$ cat config.mk
export PLATFORM = sky130hd
export DESIGN_NAME = prog_upg_writer
export DESIGN_NICKNAME = d
export VERILOG_FILES = /design/src/rtl/prog_upg_writer.sv
export SDC_FILE = /design/constraint.sdc
export NUM_CORES = 1
export LEC_CHECK = 0
export BUFFER_PORTS_ARGS = -buffer_cell sky130_fd_sc_hd__buf_4
export CORE_UTILIZATION = 60
export DETAILED_ROUTE_END_ITERATION = 8
export MAX_ROUTING_LAYER = met4
export PLACE_DENSITY = 0.83
export SYNTH_ARGS = -nofsm -noshare
export SYNTH_HDL_FRONTEND = slang
export SYNTH_SLANG_ARGS = --single-unit
$ cat constraint.sdc
create_clock -name clk -period 7.8 [get_ports clk]
set_clock_uncertainty 0.15 [all_clocks]
set_input_delay 0.78 -clock clk [delete_from_list [all_inputs] [get_ports clk]]
set_output_delay 0.78 -clock clk [all_outputs]
set_load 0.1 [all_outputs]
$ cat src/rtl/prog_upg_writer.sv
// Program-ROM upgrade writer: parses a length-prefixed byte stream and writes 32-bit words into the ROM.
// Optional feature: define UPG_CHECKSUM_EN to require a trailing XOR checksum byte per session.
module prog_upg_writer #(
  parameter int unsigned ADDR_W = 14
) (
  input  logic              clk,
  input  logic              rst,
  input  logic              start,
  input  logic              byte_valid,
  input  logic [7:0]        byte_data,
  output logic              byte_ready,
  output logic              upg_wen_o,
  output logic [ADDR_W-1:0] upg_adr_o,
  output logic [31:0]       upg_dat_o,
  output logic              upg_done_o,
  output logic              busy,
  output logic              err
);

  typedef enum logic [2:0] {
    IDLE, LEN_LO, LEN_HI, DATA, WRITE, DONE
`ifdef UPG_CHECKSUM_EN
    , CSUM
`endif
  } state_t;

  localparam logic [ADDR_W-1:0] ADR_ONE = ADDR_W'(1);

  state_t      state, state_d;
  logic [15:0] len;
  logic [15:0] wcnt;
  logic [1:0]  bcnt;
  logic        accept;
  logic [15:0] n_full;
  logic        n_big;
  logic        last_word;
`ifdef UPG_CHECKSUM_EN
  logic [7:0]  csum;
`endif

  assign accept    = byte_valid & byte_ready;
  assign n_full    = {byte_data, len[7:0]};
  assign n_big     = 32'(n_full) > (32'd1 << ADDR_W);
  assign last_word = (wcnt + 16'd1) == len;

  always_comb begin
    state_d = state;
    case (state)
      IDLE, DONE: if (start) state_d = LEN_LO;
      LEN_LO:     if (accept) state_d = LEN_HI;
      LEN_HI: begin
        if (accept) begin
          if (n_big)
            state_d = DONE;
          else if (n_full == 16'd0)
`ifdef UPG_CHECKSUM_EN
            state_d = CSUM;
`else
            state_d = DONE;
`endif
          else
            state_d = DATA;
        end
      end
      DATA:  if (accept && bcnt == 2'd3) state_d = WRITE;
      WRITE: begin
        if (last_word)
`ifdef UPG_CHECKSUM_EN
          state_d = CSUM;
`else
          state_d = DONE;
`endif
        else
          state_d = DATA;
      end
`ifdef UPG_CHECKSUM_EN
      CSUM:  if (accept) state_d = DONE;
`endif
      default: state_d = IDLE;
    endcase
  end

  // Outputs are registered from the next state so they line up with the state register.
  always_ff @(posedge clk or posedge rst) begin
    if (rst) begin
      state      <= IDLE;
      byte_ready <= 1'b0;
      upg_wen_o  <= 1'b0;
      upg_adr_o  <= '0;
      upg_dat_o  <= '0;
      upg_done_o <= 1'b0;
      busy       <= 1'b0;
      err        <= 1'b0;
      len        <= '0;
      wcnt       <= '0;
      bcnt       <= '0;
`ifdef UPG_CHECKSUM_EN
      csum       <= '0;
`endif
    end else begin
      state      <= state_d;
`ifdef UPG_CHECKSUM_EN
      byte_ready <= state_d inside {LEN_LO, LEN_HI, DATA, CSUM};
`else
      byte_ready <= state_d inside {LEN_LO, LEN_HI, DATA};
`endif
      busy       <= !(state_d inside {IDLE, DONE});
      upg_wen_o  <= state_d == WRITE;
      upg_done_o <= state_d == DONE;

      case (state)
        IDLE, DONE: begin
          if (start) begin
            err       <= 1'b0;
            upg_adr_o <= '0;
            wcnt      <= '0;
            bcnt      <= '0;
`ifdef UPG_CHECKSUM_EN
            csum      <= '0;
`endif
          end
        end
        LEN_LO: if (accept) len[7:0] <= byte_data;
        LEN_HI: begin
          if (accept) begin
            len[15:8] <= byte_data;
            if (n_big) err <= 1'b1;
          end
        end
        DATA: begin
          if (accept) begin
            upg_dat_o[{bcnt, 3'b000} +: 8] <= byte_data;
            bcnt <= bcnt + 2'd1;
`ifdef UPG_CHECKSUM_EN
            csum <= csum ^ byte_data;
`endif
          end
        end
        WRITE: begin
          wcnt <= wcnt + 16'd1;
          // Hold the address on the final word so a full-capacity session never wraps.
          if (!last_word) upg_adr_o <= upg_adr_o + ADR_ONE;
        end
`ifdef UPG_CHECKSUM_EN
        CSUM: if (accept && byte_data != csum) err <= 1'b1;
`endif
        default: ;
      endcase
    end
  end

endmodule
## Word level (Yosys, flattened, before mapping)

Index checks and enable logic that the tools add are counted.

- $add $sub $neg: 4
- Order comparisons: 1
- Equality and inequality tests: 17
- Shifts and indexed selects: 2
- Mux-type cells: 21
- Bitwise operators: 1
- Reductions and logical operators: 18

Operators with widths:

| cell | number |
|---|---|
| $bwmux W32 | 1 |
| $pmux W16 S2 | 1 |
| $shift A8 B7 Y32 const A | 1 |
| $shiftx A8 B7 Y32 | 1 |
| $mux W14 | 2 |
| $pmux W14 S2 | 1 |
| $mux W3 | 7 |
| $add A16 B1 Y16 const B | 1 |
| $eq A16 B16 Y1 | 1 |
| $gt A16 B15 Y1 const B | 1 |
| $logic_not A16 Y1 | 1 |
| $mux W16 | 1 |
| $pmux W3 S5 | 1 |
| $add A14 B1 Y14 const B | 1 |
| $eq A3 B2 Y1 const B | 4 |
| $eq A3 B3 Y1 const B | 4 |
| $ne A2 B2 Y1 const B | 5 |
| $reduce_and A2 Y1 | 4 |
| $reduce_bool A2 Y1 | 4 |
| $neg A5 Y7 | 1 |
| $eq A3 B1 Y1 const B | 2 |
| $logic_not A3 Y1 | 2 |
| $reduce_and A3 Y1 | 2 |
| $mux W2 | 2 |
| other kinds (11) | 13 |

- Register bits: 88
- Input port bits: 12
- Word-level logic and storage cells: 76

## Depth between registers and ports, before layout

- Depth after elaboration: 8
- Gate-level depth with buffers: 11
- Mapped depth without buffers: 8

## Least setup slack after synthesis

Ideal clock, no wire load.

- Path type: register -> register
- Start: register wcnt[0]
- End: register upg_adr_o[4]
- Setup time: 0.101 ns
- Arrival: 2.311 ns
- Path slack: 5.238 ns
- Stages on the path, launching flop included: 12
- Path buffers: 3
- Clock period less this slack: 2.562 ns
- Cell sequence: dfrtp_1 ha_1 nand3_1 a2111oi_2 nor3_1 a2111oi_2 and3_1 buf_6 buf_12 buf_12 o211ai_1 o31ai_1

- Word-level cells in the longest chain between the ends: 4

RTL lines:

| what | RTL line | RTL |
|---|---|---|
| from (decl) | 31 | `logic [15:0] wcnt;` |
| from (signal assigned) | 140 | `wcnt <= wcnt + 16'd1;` |
| $add A16 B1 Y16 | 44 | `assign last_word = (wcnt + 16'd1) == len;` |
| $eq A16 B16 Y1 | 44 |  |
| $ne A2 B2 Y1 (no line) | -- |  |
| $reduce_and A3 Y1 (no line) | -- |  |
| to (signal assigned) | 142 | `if (!last_word) upg_adr_o <= upg_adr_o + ADR_ONE;` |
| to (decl) | 13 | `output logic [ADDR_W-1:0] upg_adr_o,` |

Every way passes these cells.
A chain may end at the register's enable or synchronous reset.

## Worst setup path in the final report

- Start: register state[2]
- End: register busy

- Word-level cells in the longest chain between the ends: 6
- Elaborated cells between the ends (all ways): 16

RTL lines:

| what | RTL line | RTL |
|---|---|---|
| from (decl) | 29 | `state_t state, state_d;` |
| from (signal assigned) | 101 | `state <= state_d;` |
| $eq A3 B3 Y1 or $logic_not A3 Y1 (tied branches) | 48 | `case (state)` |
| $reduce_or A2 Y1 | 48 |  |
| $pmux W3 S5 (*) | 48 |  |
| $eq A3 B3 Y1 or $logic_not A3 Y1 (tied branches) | 107 | `busy <= !(state_d inside {IDLE, DONE});` |
| $reduce_bool A2 Y1 (*) | 107 |  |
| $logic_not A1 Y1 (*) | 107 |  |
| to (signal assigned) | 107 |  |
| to (decl) | 16 | `output logic busy,` |

Every way passes the cells marked *; elsewhere a longest branch is shown, timed or not.

==> results.sh <==
export IMPL_netlist_instances=489
export IMPL_grtUsageTotal_pct=29.9
export IMPL_placed_cells=626
export IMPL_htreeDepth=3
export IMPL_finalWorstPathRequiredPeriod_ns=3.57
export IMPL_synth_top_area_share_pct=47.6
export IMPL_internal_power_mw=1.02
export IMPL_synthAdderAreaFrac_pct=1.89
export IMPL_max_freq_ghz=0.280
export IMPL_swShare_pct=51.9
export IMPL_drtPass1Iterations=4
export IMPL_die_w_um=89.8
export IMPL_antenna_left=0
export IMPL_fill_cells=581
export IMPL_seq_power_share_pct=34.6
export IMPL_synth_simple_area_share_pct=21.7
export IMPL_cts_tree="yes"
export IMPL_rows=31
export IMPL_clk_pin_slew_ns=0.09
export IMPL_dieHeight_um=89.8
export IMPL_netSwitchingPower_mw=1.10
export IMPL_post_cts_resized=0
export IMPL_async_reset_ff_share_pct=100
export IMPL_syn_area_um2=4630
export IMPL_min_path_type="flip-flop to flip-flop"
export IMPL_fin_nets=557
export IMPL_slew_violations=0
export IMPL_post_cts_setup_buffers=0
export IMPL_syn_avg_cell_area_um2=9.46
export IMPL_syn_to_final_growth_pct=13.9
export IMPL_io_pins=63
export IMPL_r2r_setup_slack_ns=4.23
export IMPL_viasPerCell=5.99
export IMPL_holdCritStartpoint="err"
export IMPL_p_clk_share_pct=15.4
export IMPL_cap_violations=0
export IMPL_period_share_pct=45.7
export IMPL_synthXorXnorAreaFrac_pct=4.35
export IMPL_cp_data_required_time_ns=7.87
export IMPL_drc=0
export IMPL_outcome="complete, no violations"
export IMPL_drt_iter0_markers=214
export IMPL_io_buffer_count=62
export IMPL_path_class="flip-flop to flip-flop"
export IMPL_worst_pin_slew_ns=1.16
export IMPL_p_leak_nw=2.34
export IMPL_clock_sinks=88
export IMPL_final_common_cell="nand2_1"
export IMPL_clock_latency_ns=0.36
export IMPL_grt_pass1_vias=3812
export IMPL_ys_warnings_count=0
export IMPL_cts_buffers=9
export IMPL_synthTopCellsByArea="dfrtp_1 (48%), nand2_1 (7.5%), o21ai_0 (7.1%)"
export IMPL_root_buffer="clkbuf_8"
export IMPL_start_kind="flip-flop"
export IMPL_drive_above_1_share_pct=21.2
export IMPL_diodes=0
export IMPL_gp_congestion=0.816
export IMPL_timing_rr_start="state[2]"
export IMPL_slew_headroom_pct=21.9
export IMPL_yosysSeqAreaShare_pct=47.6
export IMPL_grt_pass1_wl_um=18600
export IMPL_synthesis_nets=508
export IMPL_finalPower_mw=2.11
export IMPL_ir_worst_vdd_mv=0.316
export IMPL_synth_top_family_by_area="simple AND/OR/NAND/NOR gates"
export IMPL_end_kind="flip-flop"
export IMPL_synth_edf_count=0
export IMPL_path_max_fanout=26
export IMPL_hold_violations=0
export IMPL_grt_max_degree=89
export IMPL_hold_end="err"
export IMPL_cts_max_path_buffers=2
export IMPL_synth_compound_area_share_pct=15.4
export IMPL_grt_overflow=0
export IMPL_initial_core_util_pct=62.8
export IMPL_p_comb_share_pct=50.0
export IMPL_ff2ff_path_depth=6
export IMPL_core_um2=7370
export IMPL_num_vias=3845
export IMPL_synth_mux_area_share_pct=4.97
export IMPL_worst_ep_arrival_time_ns=3.64
export IMPL_wl_per_cell_um=17.0
export IMPL_rsz0062_at_grt="no"
export IMPL_dieArea_um2=8070
export IMPL_finalCoreUtilization_pct=71.5
export IMPL_antenna_found_initial=0
export IMPL_yosys_most_used_dff="dfrtp_1"
export IMPL_synth_ff_latch_count=88
export IMPL_synth_cell_types=55
export IMPL_p_per_area_nw_per_um2=400
export IMPL_wl_um=10900
export IMPL_r2r_end="busy"
export IMPL_dp_hpwl_um=7320
export IMPL_hold_depth=2
export IMPL_setup_viol_count_final=0
export IMPL_cts_hold_buffers=0
export IMPL_final_cell_mix="nand2_1 (93), dfrtp_1 (88), o21ai_0 (66)"
export IMPL_finalNonFillerCells=642
export IMPL_fin_tns_setup_ns=0
export IMPL_yosys_area_top_type="dfrtp_1"
## final cells by class
class                      count  area, µm²  share of cell area (%)
timing repair buffer          63        473                    8.97
clock buffer                  10        128                    2.42
sequential                    88       2200                    41.8
tap                           99        124                    2.35
inverter                      11       42.5                   0.807
multi-input combinational    365       2240                    42.4
clock inverter                 6       67.6                    1.28
## critical path: stages, from the launching register on
cell	delay, ns
dfrtp_1	0.60
nand3_1	0.75
a2111oi_0	0.62
o2111a_1	0.24
and3_1	0.73
a211o_1	0.24
o21ai_0	0.10
## power groups by stage
stage / logic (mW) / clock network (mW) / registers [mW]
floorplan: 0.388 / 0 / 1.17
global placement: 1.03 / 0 / 0.723
detailed placement: 1.05 / 0 / 0.734
CTS: 1.06 / 0.325 / 0.727
global route: 1.12 / 0.345 / 0.750
finish: 1.05 / 0.325 / 0.731
## how the worst max path moves through the flow
stage	slack, ns	cells after the start	endpoint	startpoint
5_1_grt	3.88	7	upg_adr_o[12]	state[1]
2_1_floorplan	4.59	1	bcnt[0]	rst
3_3_place_gp	4.42	7	busy	state[1]
6_report	4.23	6	busy	state[2]
4_1_cts	4.27	6	busy	state[2]
3_5_place_dp	4.30	7	busy	state[1]
## registers in the layout (all words and copies together), names as in the netlist
| signal | count |
|---|---|
| bcnt | 2 |
| busy | 1 |
| byte_ready | 1 |
| err | 1 |
| len | 16 |
| state | 3 |
| upg_adr_o | 14 |
| upg_dat_o | 32 |
| upg_done_o | 1 |
| upg_wen_o | 1 |
| wcnt | 16 |
## synthesized netlist by cell type (3+ instances only)
cell      count
nor3b_1       5
nand2_1      93
or4_1         3
nor4_1        3
ha_1          7
nand2b_1      7
nand3b_1      3
nand3_1      16
buf_2         5
o21ai_2       5
a311oi_1      3
o31ai_1       8
o21ai_0      66
nor2_1       22
clkbuf_1     14
xnor2_1      12
a21oi_1      10
nor4_2        4
dfrtp_1      88
nand4_1       7
mux2_2       16
a21oi_2       5
mux2i_1       5
and3_1       12
inv_1        10
xor2_1       11
nor3_1        7
or3_1         7
## per-layer routing
metal  GRT usage [%]  part of all wire [%]  up-vias
li1                -                     -     1828
met1            38.9                    43     1856
met2            46.5                    48      141
met3            5.58                   6.1       20
met4            11.9                   2.3        0
met5               -                     0        -
## metrics by stage
| stage | setup slack [ns] | cell area (µm²) | hold slack [ns] |
|---|---|---|---|
| finish | 4.23 | 5270 | 0.327 |
| global route | 3.88 | 5270 | 0.374 |
| CTS | 4.27 | 5270 | 0.331 |
| detailed placement | 4.30 | 5080 | 0.310 |
| global placement | 4.42 | 5080 | 0.300 |
| floorplan | 4.59 | 4630 | 0.321 |
## kinds of logic after synthesis
group	count (synthesis)
simple gates	200
compound gates	114
flops	88
buf+inv	36
xor+xnor	23
mux	21
fa+ha+maj	7
Power figures use the tool's default switching activity.
